<file path="src/rtl/imm_gen_pkg.sv">
// Shared opcode constants and the immediate format encoding for the
// pipelined immediate generator.
package imm_gen_pkg;

    typedef enum logic [2:0] {
        FMT_NONE = 3'd0,
        FMT_I    = 3'd1,
        FMT_S    = 3'd2,
        FMT_B    = 3'd3,
        FMT_U    = 3'd4,
        FMT_J    = 3'd5,
        FMT_SH   = 3'd6,
        FMT_Z    = 3'd7
    } fmt_e;

    localparam logic [6:0] OPC_LOAD      = 7'b0000011;
    localparam logic [6:0] OPC_MISC_MEM  = 7'b0001111;
    localparam logic [6:0] OPC_OP_IMM    = 7'b0010011;
    localparam logic [6:0] OPC_AUIPC     = 7'b0010111;
    localparam logic [6:0] OPC_OP_IMM_32 = 7'b0011011;
    localparam logic [6:0] OPC_STORE     = 7'b0100011;
    localparam logic [6:0] OPC_OP        = 7'b0110011;
    localparam logic [6:0] OPC_LUI       = 7'b0110111;
    localparam logic [6:0] OPC_OP_32     = 7'b0111011;
    localparam logic [6:0] OPC_BRANCH    = 7'b1100011;
    localparam logic [6:0] OPC_JALR      = 7'b1100111;
    localparam logic [6:0] OPC_JAL       = 7'b1101111;
    localparam logic [6:0] OPC_SYSTEM    = 7'b1110011;

    localparam logic [2:0] F3_SLL = 3'b001;
    localparam logic [2:0] F3_SRX = 3'b101;

endpackage

</file>
<file path="src/rtl/imm_gen_pipe_if.sv">
// Instruction-in / immediate-out handshake bundle. slave is the generator's
// view, master the producer/consumer side.
interface imm_gen_pipe_if #(
    parameter int XLEN = 64
);
    import imm_gen_pkg::*;

    logic            flush_i;
    logic            valid_i;
    logic            ready_o;
    logic [31:0]     instr_i;
    logic            valid_o;
    logic            ready_i;
    logic [XLEN-1:0] imm_o;
    fmt_e            fmt_o;
    logic            illegal_o;

    modport slave (
        input  flush_i, valid_i, instr_i, ready_i,
        output ready_o, valid_o, imm_o, fmt_o, illegal_o
    );

    modport master (
        output flush_i, valid_i, instr_i, ready_i,
        input  ready_o, valid_o, imm_o, fmt_o, illegal_o
    );

endinterface

</file>
<file path="src/rtl/imm_decode.sv">
// Combinational RV32I/RV64I immediate decoder. Defining IMM_GEN_ZICSR_EN
// adds CSR immediate (fmt Z) and CSR address decode on SYSTEM opcodes.
module imm_decode
    import imm_gen_pkg::*;
#(
    parameter int XLEN = 64,
    parameter bit RV64 = 1'b1
) (
    input  logic [31:0]     instr,
    output logic [XLEN-1:0] imm,
    output fmt_e            fmt,
    output logic            illegal
);

    logic [6:0] opcode;
    logic [2:0] funct3;
    logic [5:0] shamt;
    logic       is_shift;

    assign opcode   = instr[6:0];
    assign funct3   = instr[14:12];
    assign shamt    = RV64 ? instr[25:20] : {1'b0, instr[24:20]};
    assign is_shift = (funct3 == F3_SLL) || (funct3 == F3_SRX);

    always_comb begin
        imm     = '0;
        fmt     = FMT_NONE;
        illegal = 1'b0;
        case (opcode)
            OPC_LOAD, OPC_JALR: begin
                fmt = FMT_I;
                imm = XLEN'($signed(instr[31:20]));
            end
            OPC_OP_IMM, OPC_OP_IMM_32: begin
                if (opcode == OPC_OP_IMM_32 && !RV64) begin
                    illegal = 1'b1;
                end else if (is_shift) begin
                    // bit 25 is only a valid shamt bit for 64-bit shifts
                    fmt     = FMT_SH;
                    imm     = XLEN'(shamt);
                    illegal = instr[25] && (!RV64 || opcode == OPC_OP_IMM_32);
                end else begin
                    fmt = FMT_I;
                    imm = XLEN'($signed(instr[31:20]));
                end
            end
            OPC_STORE: begin
                fmt = FMT_S;
                imm = XLEN'($signed({instr[31:25], instr[11:7]}));
            end
            OPC_BRANCH: begin
                fmt = FMT_B;
                imm = XLEN'($signed({instr[31], instr[7], instr[30:25], instr[11:8], 1'b0}));
            end
            OPC_LUI, OPC_AUIPC: begin
                fmt = FMT_U;
                imm = XLEN'($signed({instr[31:12], 12'b0}));
            end
            OPC_JAL: begin
                fmt = FMT_J;
                imm = XLEN'($signed({instr[31], instr[19:12], instr[20], instr[30:21], 1'b0}));
            end
`ifdef IMM_GEN_ZICSR_EN
            OPC_SYSTEM: begin
                if (funct3[2] && funct3[1:0] != 2'b00) begin
                    fmt = FMT_Z;
                    imm = XLEN'(instr[19:15]);
                end else if (!funct3[2] && funct3[1:0] != 2'b00) begin
                    fmt = FMT_I;
                    imm = XLEN'(instr[31:20]);
                end
            end
`else
            OPC_SYSTEM: begin
            end
`endif
            OPC_OP, OPC_OP_32, OPC_MISC_MEM: begin
            end
            default: illegal = 1'b1;
        endcase
        if (illegal) imm = '0;
    end

endmodule

</file>
<file path="src/rtl/imm_gen_pipe.sv">
// Registered immediate generator: one output register plus one skid entry,
// so ready_o depends only on local state and never on ready_i.
module imm_gen_pipe
    import imm_gen_pkg::*;
#(
    parameter int XLEN = 64,
    parameter bit RV64 = 1'b1
) (
    input logic          clk_i,
    input logic          rst_i,
    imm_gen_pipe_if.slave bus
);

    typedef struct packed {
        logic [XLEN-1:0] imm;
        fmt_e            fmt;
        logic            illegal;
    } res_t;

    localparam res_t RES_ZERO = '{imm: '0, fmt: FMT_NONE, illegal: 1'b0};

    logic [XLEN-1:0] dec_imm;
    fmt_e            dec_fmt;
    logic            dec_ill;
    res_t            dec_res;
    res_t            out_q;
    res_t            skid_q;
    logic            out_vld;
    logic            skid_vld;
    logic            in_xfer;
    logic            out_xfer;

    imm_decode #(.XLEN(XLEN), .RV64(RV64)) u_dec (
        .instr   (bus.instr_i),
        .imm     (dec_imm),
        .fmt     (dec_fmt),
        .illegal (dec_ill)
    );

    assign dec_res  = '{imm: dec_imm, fmt: dec_fmt, illegal: dec_ill};
    assign in_xfer  = bus.valid_i && !skid_vld;
    assign out_xfer = out_vld && bus.ready_i;

    always_ff @(posedge clk_i or negedge rst_i) begin
        if (!rst_i) begin
            out_vld  <= 1'b0;
            out_q    <= RES_ZERO;
            skid_vld <= 1'b0;
            skid_q   <= RES_ZERO;
        end else if (bus.flush_i) begin
            out_vld  <= 1'b0;
            out_q    <= RES_ZERO;
            skid_vld <= 1'b0;
        end else if (!out_vld || out_xfer) begin
            // output slot frees up: older skid entry goes first
            if (skid_vld) begin
                out_q    <= skid_q;
                skid_vld <= 1'b0;
            end else if (in_xfer) begin
                out_q   <= dec_res;
                out_vld <= 1'b1;
            end else begin
                out_vld <= 1'b0;
            end
        end else if (in_xfer) begin
            skid_q   <= dec_res;
            skid_vld <= 1'b1;
        end
    end

    assign bus.ready_o   = !skid_vld;
    assign bus.valid_o   = out_vld;
    assign bus.imm_o     = out_q.imm;
    assign bus.fmt_o     = out_q.fmt;
    assign bus.illegal_o = out_q.illegal;

endmodule

</file>
<file path="src/flat_wrapper.sv">
// flat-port wrapper written by rule: the top's interface ports become plain ports
module imm_gen_pipe_flat import imm_gen_pkg::*;
#(
    parameter int XLEN = 64,
    parameter bit RV64 = 1'b1
)
  (clk_i, rst_i, bus_flush_i, bus_valid_i, bus_instr_i, bus_ready_i, bus_ready_o, bus_valid_o, bus_imm_o, bus_fmt_o, bus_illegal_o);
  imm_gen_pipe_if #(.XLEN(XLEN)) bus_i ();
  input logic clk_i;
  input logic rst_i;
  input wire logic [$bits(bus_i.flush_i)-1:0] bus_flush_i;
  input wire logic [$bits(bus_i.valid_i)-1:0] bus_valid_i;
  input wire logic [$bits(bus_i.instr_i)-1:0] bus_instr_i;
  input wire logic [$bits(bus_i.ready_i)-1:0] bus_ready_i;
  output wire logic [$bits(bus_i.ready_o)-1:0] bus_ready_o;
  output wire logic [$bits(bus_i.valid_o)-1:0] bus_valid_o;
  output wire logic [$bits(bus_i.imm_o)-1:0] bus_imm_o;
  output wire logic [$bits(bus_i.fmt_o)-1:0] bus_fmt_o;
  output wire logic [$bits(bus_i.illegal_o)-1:0] bus_illegal_o;
  assign bus_i.flush_i = bus_flush_i;
  assign bus_i.valid_i = bus_valid_i;
  assign bus_i.instr_i = bus_instr_i;
  assign bus_i.ready_i = bus_ready_i;
  assign bus_ready_o = bus_i.ready_o;
  assign bus_valid_o = bus_i.valid_o;
  assign bus_imm_o = bus_i.imm_o;
  assign bus_fmt_o = bus_i.fmt_o;
  assign bus_illegal_o = bus_i.illegal_o;
  imm_gen_pipe #(.XLEN(XLEN), .RV64(RV64)) u_core (.clk_i(clk_i), .rst_i(rst_i), .bus(bus_i));
endmodule
</file>
<file path="config.mk">
export PLATFORM = sky130hd
export DESIGN_NAME = imm_gen_pipe_flat
export DESIGN_NICKNAME = d
export VERILOG_FILES = /design/src/rtl/imm_gen_pkg.sv /design/src/rtl/imm_gen_pipe_if.sv /design/src/rtl/imm_decode.sv /design/src/rtl/imm_gen_pipe.sv /design/src/flat_wrapper.sv
export SDC_FILE = /design/constraint.sdc
export NUM_CORES = 1
export LEC_CHECK = 0
export CAP_MARGIN = 10
export CORE_UTILIZATION = 52
export DETAILED_ROUTE_END_ITERATION = 8
export PLACE_DENSITY = 0.85
export SETUP_SLACK_MARGIN = 0.02
export SLEW_MARGIN = 30
export SYNTH_ARGS = -nofsm -noshare
export SYNTH_HDL_FRONTEND = slang
export SYNTH_SLANG_ARGS = --single-unit
</file>
<file path="constraint.sdc">
create_clock -name clk_i -period 4.15 [get_ports clk_i]
set_input_delay 0.6225 -clock clk_i [delete_from_list [all_inputs] [get_ports clk_i]]
set_output_delay 0.6225 -clock clk_i [all_outputs]
set_load 0.02 [all_outputs]
</file>
==> metrics.txt <==
status=finished clean; Netlist cell types=44; async set or reset register ratio after synthesis=100%; Clock Latency Late Sink=350 ps; post-cts sizing count=0; met2 Use GR=47.0%; antenna-violating nets left=0; Synth Instances=438; DRC violations left=0; crit start category=primary input; vias in the first global route=3,390; Finished Layout Cells=605; crit path max fanout=12; share of cells above drive strength 1=6.32%; peak supply drop=0.146 mV; most frequent cells in the layout=clkdlybuf4s50_1 (105), nand2_1 (86), dfrtp_1 (74); dpl cells=589; Leakage=0.00199 µW; most common cell after layout, fill and taps aside=clkdlybuf4s50_1; Pre-Repair DR Iteration Count=5; reg2reg end=u_core.skid_q[8]$_DFFE_PN0P_; initial antenna violation count=0; largest net degree at the start of global routing=50; n_diodes=0; Clock Path Buffers=2; post-DR vias/cell=5.97; Syn Nets=475; hold buffer count at cts=0; clk slew on worst S/H paths=80 ps; met1 GRT Util=36.9%; cell family with most CP delay=compound AO/OA/AOI/OAI gates; mapped cell area=3920 µm²; Final Util=68.6%; post-DR wirelength/cell=17.3 µm; first-pass GRT wire length=16,700 µm; Yosys reg bits=74; Final #Nets=538; final hold viol count=0; Final Max Tran Viols=0; kind of critical path=primary input to register; worst path arrival time=3030 ps; Overflow after GRT=0; Fmax achieved=361 MHz; Most Crowded Layer GR=met2; gr usage total=28.3%; Root Buffer=clkbuf_8; RSZ-0062 raised after global routing=false; CTS Buf Count=9; placed cell areas=4790 µm²; synth-to-layout area growth=26.8%; YS warnings=0; worst reg2reg startpoint=u_core.skid_vld$_DFFE_PN0P_; total die area=7890 µm²; Tcrit/Tclk final=66.7%; Initial Util=54.1%; Final TNS setup=0 ps; htree depth=3; r2r setup slk=1540 ps; routed vias=3,614; RePlAce Congestion=0.881; Avg Cell Area, Syn=8.96 µm²; crit path cell chain=clkdlybuf4s50_1 -> or3_1 -> a2111o_1 -> nand3_1 -> o21ai_1 -> a31oi_1; Critical Path Max Stage Delay=620 ps; Slowest cell on crit path=clkdlybuf4s50_1; Relative slew margins=38.1%; die height=88.9 µm; ys flop type=dfrtp_1; slew at the pin with the worst max-slew slack=928 ps; Core ar.=7250 µm²; Top-Level Pins=107; r2r worst-path depth=7; Max Cap Viol=0; design area=4970 µm²; EDFF count, synth=0; Setup Buffers After CTS=0; dpl hpwl=7300 µm; 1st-iter DRT viols=252; CP Capture Type=register; hold crit path type=primary input to asynchronous set/reset pin; Clock Skew=12.1 ps; Tmin final=2770 ps; aggregate routed wire length=10,500 µm; Power Density=306 nW/µm²; Num Clock Sinks=74; CTS tree=yes; DIE WIDTH=88.9 µm; Site Rows=31; met3 Track Usage GR=6.53%; # setup viols final=0; sequential element share of the synthesized area=47.2%; WP data required=4410 ps; # port buffers=106; WP buf/inv=1
==> Yosys cell counts, types with 2 or more instances <==
master | instances | share of area, %
a211oi_1 | 10 | 1.9
a21boi_0 | 2 | 0.38
a21oi_1 | 14 | 1.8
a221o_1 | 2 | 0.51
a221oi_1 | 12 | 2.7
a22o_1 | 13 | 2.9
a22oi_1 | 12 | 2.3
a31oi_1 | 11 | 1.8
a32oi_1 | 6 | 1.3
and2_1 | 3 | 0.48
and4_1 | 2 | 0.45
buf_2 | 9 | 1.1
buf_4 | 32 | 6.1
buf_6 | 2 | 0.57
clkbuf_1 | 21 | 2.0
dfrtp_1 | 74 | 47
inv_1 | 4 | 0.38
nand2_1 | 86 | 8.2
nand2b_1 | 4 | 0.64
nand3_1 | 4 | 0.51
nor2_1 | 25 | 2.4
nor2b_1 | 3 | 0.48
nor3_1 | 5 | 0.64
nor4b_1 | 2 | 0.45
o21ai_0 | 40 | 5.1
o21ai_1 | 13 | 1.7
o22ai_1 | 2 | 0.32
o31ai_1 | 2 | 0.38
o41ai_1 | 5 | 1.1
or2_2 | 2 | 0.32
or3_1 | 3 | 0.48
==> how the worst max path moves through the flow <==
stage,start,end,slack (ps),cells after the start
after global routing,bus_instr_i[5],u_core.bus.imm_o[17]$_DFFE_PN0P_,1280,6
after detailed placement,bus_instr_i[6],u_core.skid_q[28]$_DFFE_PN0P_,1080,6
after floorplan,bus_instr_i[6],u_core.bus.imm_o[4]$_DFFE_PN0P_,2030,5
after global placement,bus_instr_i[5],u_core.bus.imm_o[16]$_DFFE_PN0P_,1190,6
final,bus_instr_i[6],u_core.skid_q[27]$_DFFE_PN0P_,1380,6
after CTS,bus_instr_i[6],u_core.skid_q[27]$_DFFE_PN0P_,1440,6
==> final cells by class <==
cell class / count / area [µm²]
Clock inverter: 5 / 38.8
Inverter: 4 / 15.0
Fill cell: 599 / 2280
Multi-Input combinational cell: 296 / 1670
Tap cell: 99 / 124
Sequential cell: 74 / 1850
Timing Repair Buffer: 116 / 1130
Clock buffer: 11 / 141
==> stage by stage <==
stage	setup WS (ps)	hold WS [ps]	total power [µW]
after floorplan	2030	327	916
after global placement	1190	456	1010
after detailed placement	1080	459	1020
after CTS	1440	280	1530
after global routing	1280	298	1590
final	1380	274	1520
==> logic make-up (layout without fill, tap and decap cells) <==
logic type	Yosys count	after routing	share of synthesized area, %
buf+inv	68	136	10.2
flops	74	74	47.2
simple gates	145	145	16.5
compound gates	150	150	25.8
mux	1	1	0.255
==> metal layers <==
metal	vias up	wire (µm)
li1	1678	-
met1	1739	4390
met3	16	739
met5	-	0
met2	181	5190
met4	0	157
==> where the power goes <==
| group | switching, µW | internal [µW] |
|---|---|---|
| clock network | 281 | 236 |
| logic | 128 | 90.8 |
| registers | 26.1 | 763 |
| total | 435 | 1090 |
==> registers in the layout (all words and copies together) (netlist names) <==
| signal | flops |
|---|---|
| u_core.bus.fmt_o | 3 |
| u_core.bus.valid_o | 1 |
| u_core.bus.imm_o | 32 |
| u_core.bus.illegal_o | 1 |
| u_core.skid_q | 36 |
| u_core.skid_vld | 1 |
Note: power is estimated with default switching activity, not from simulation.
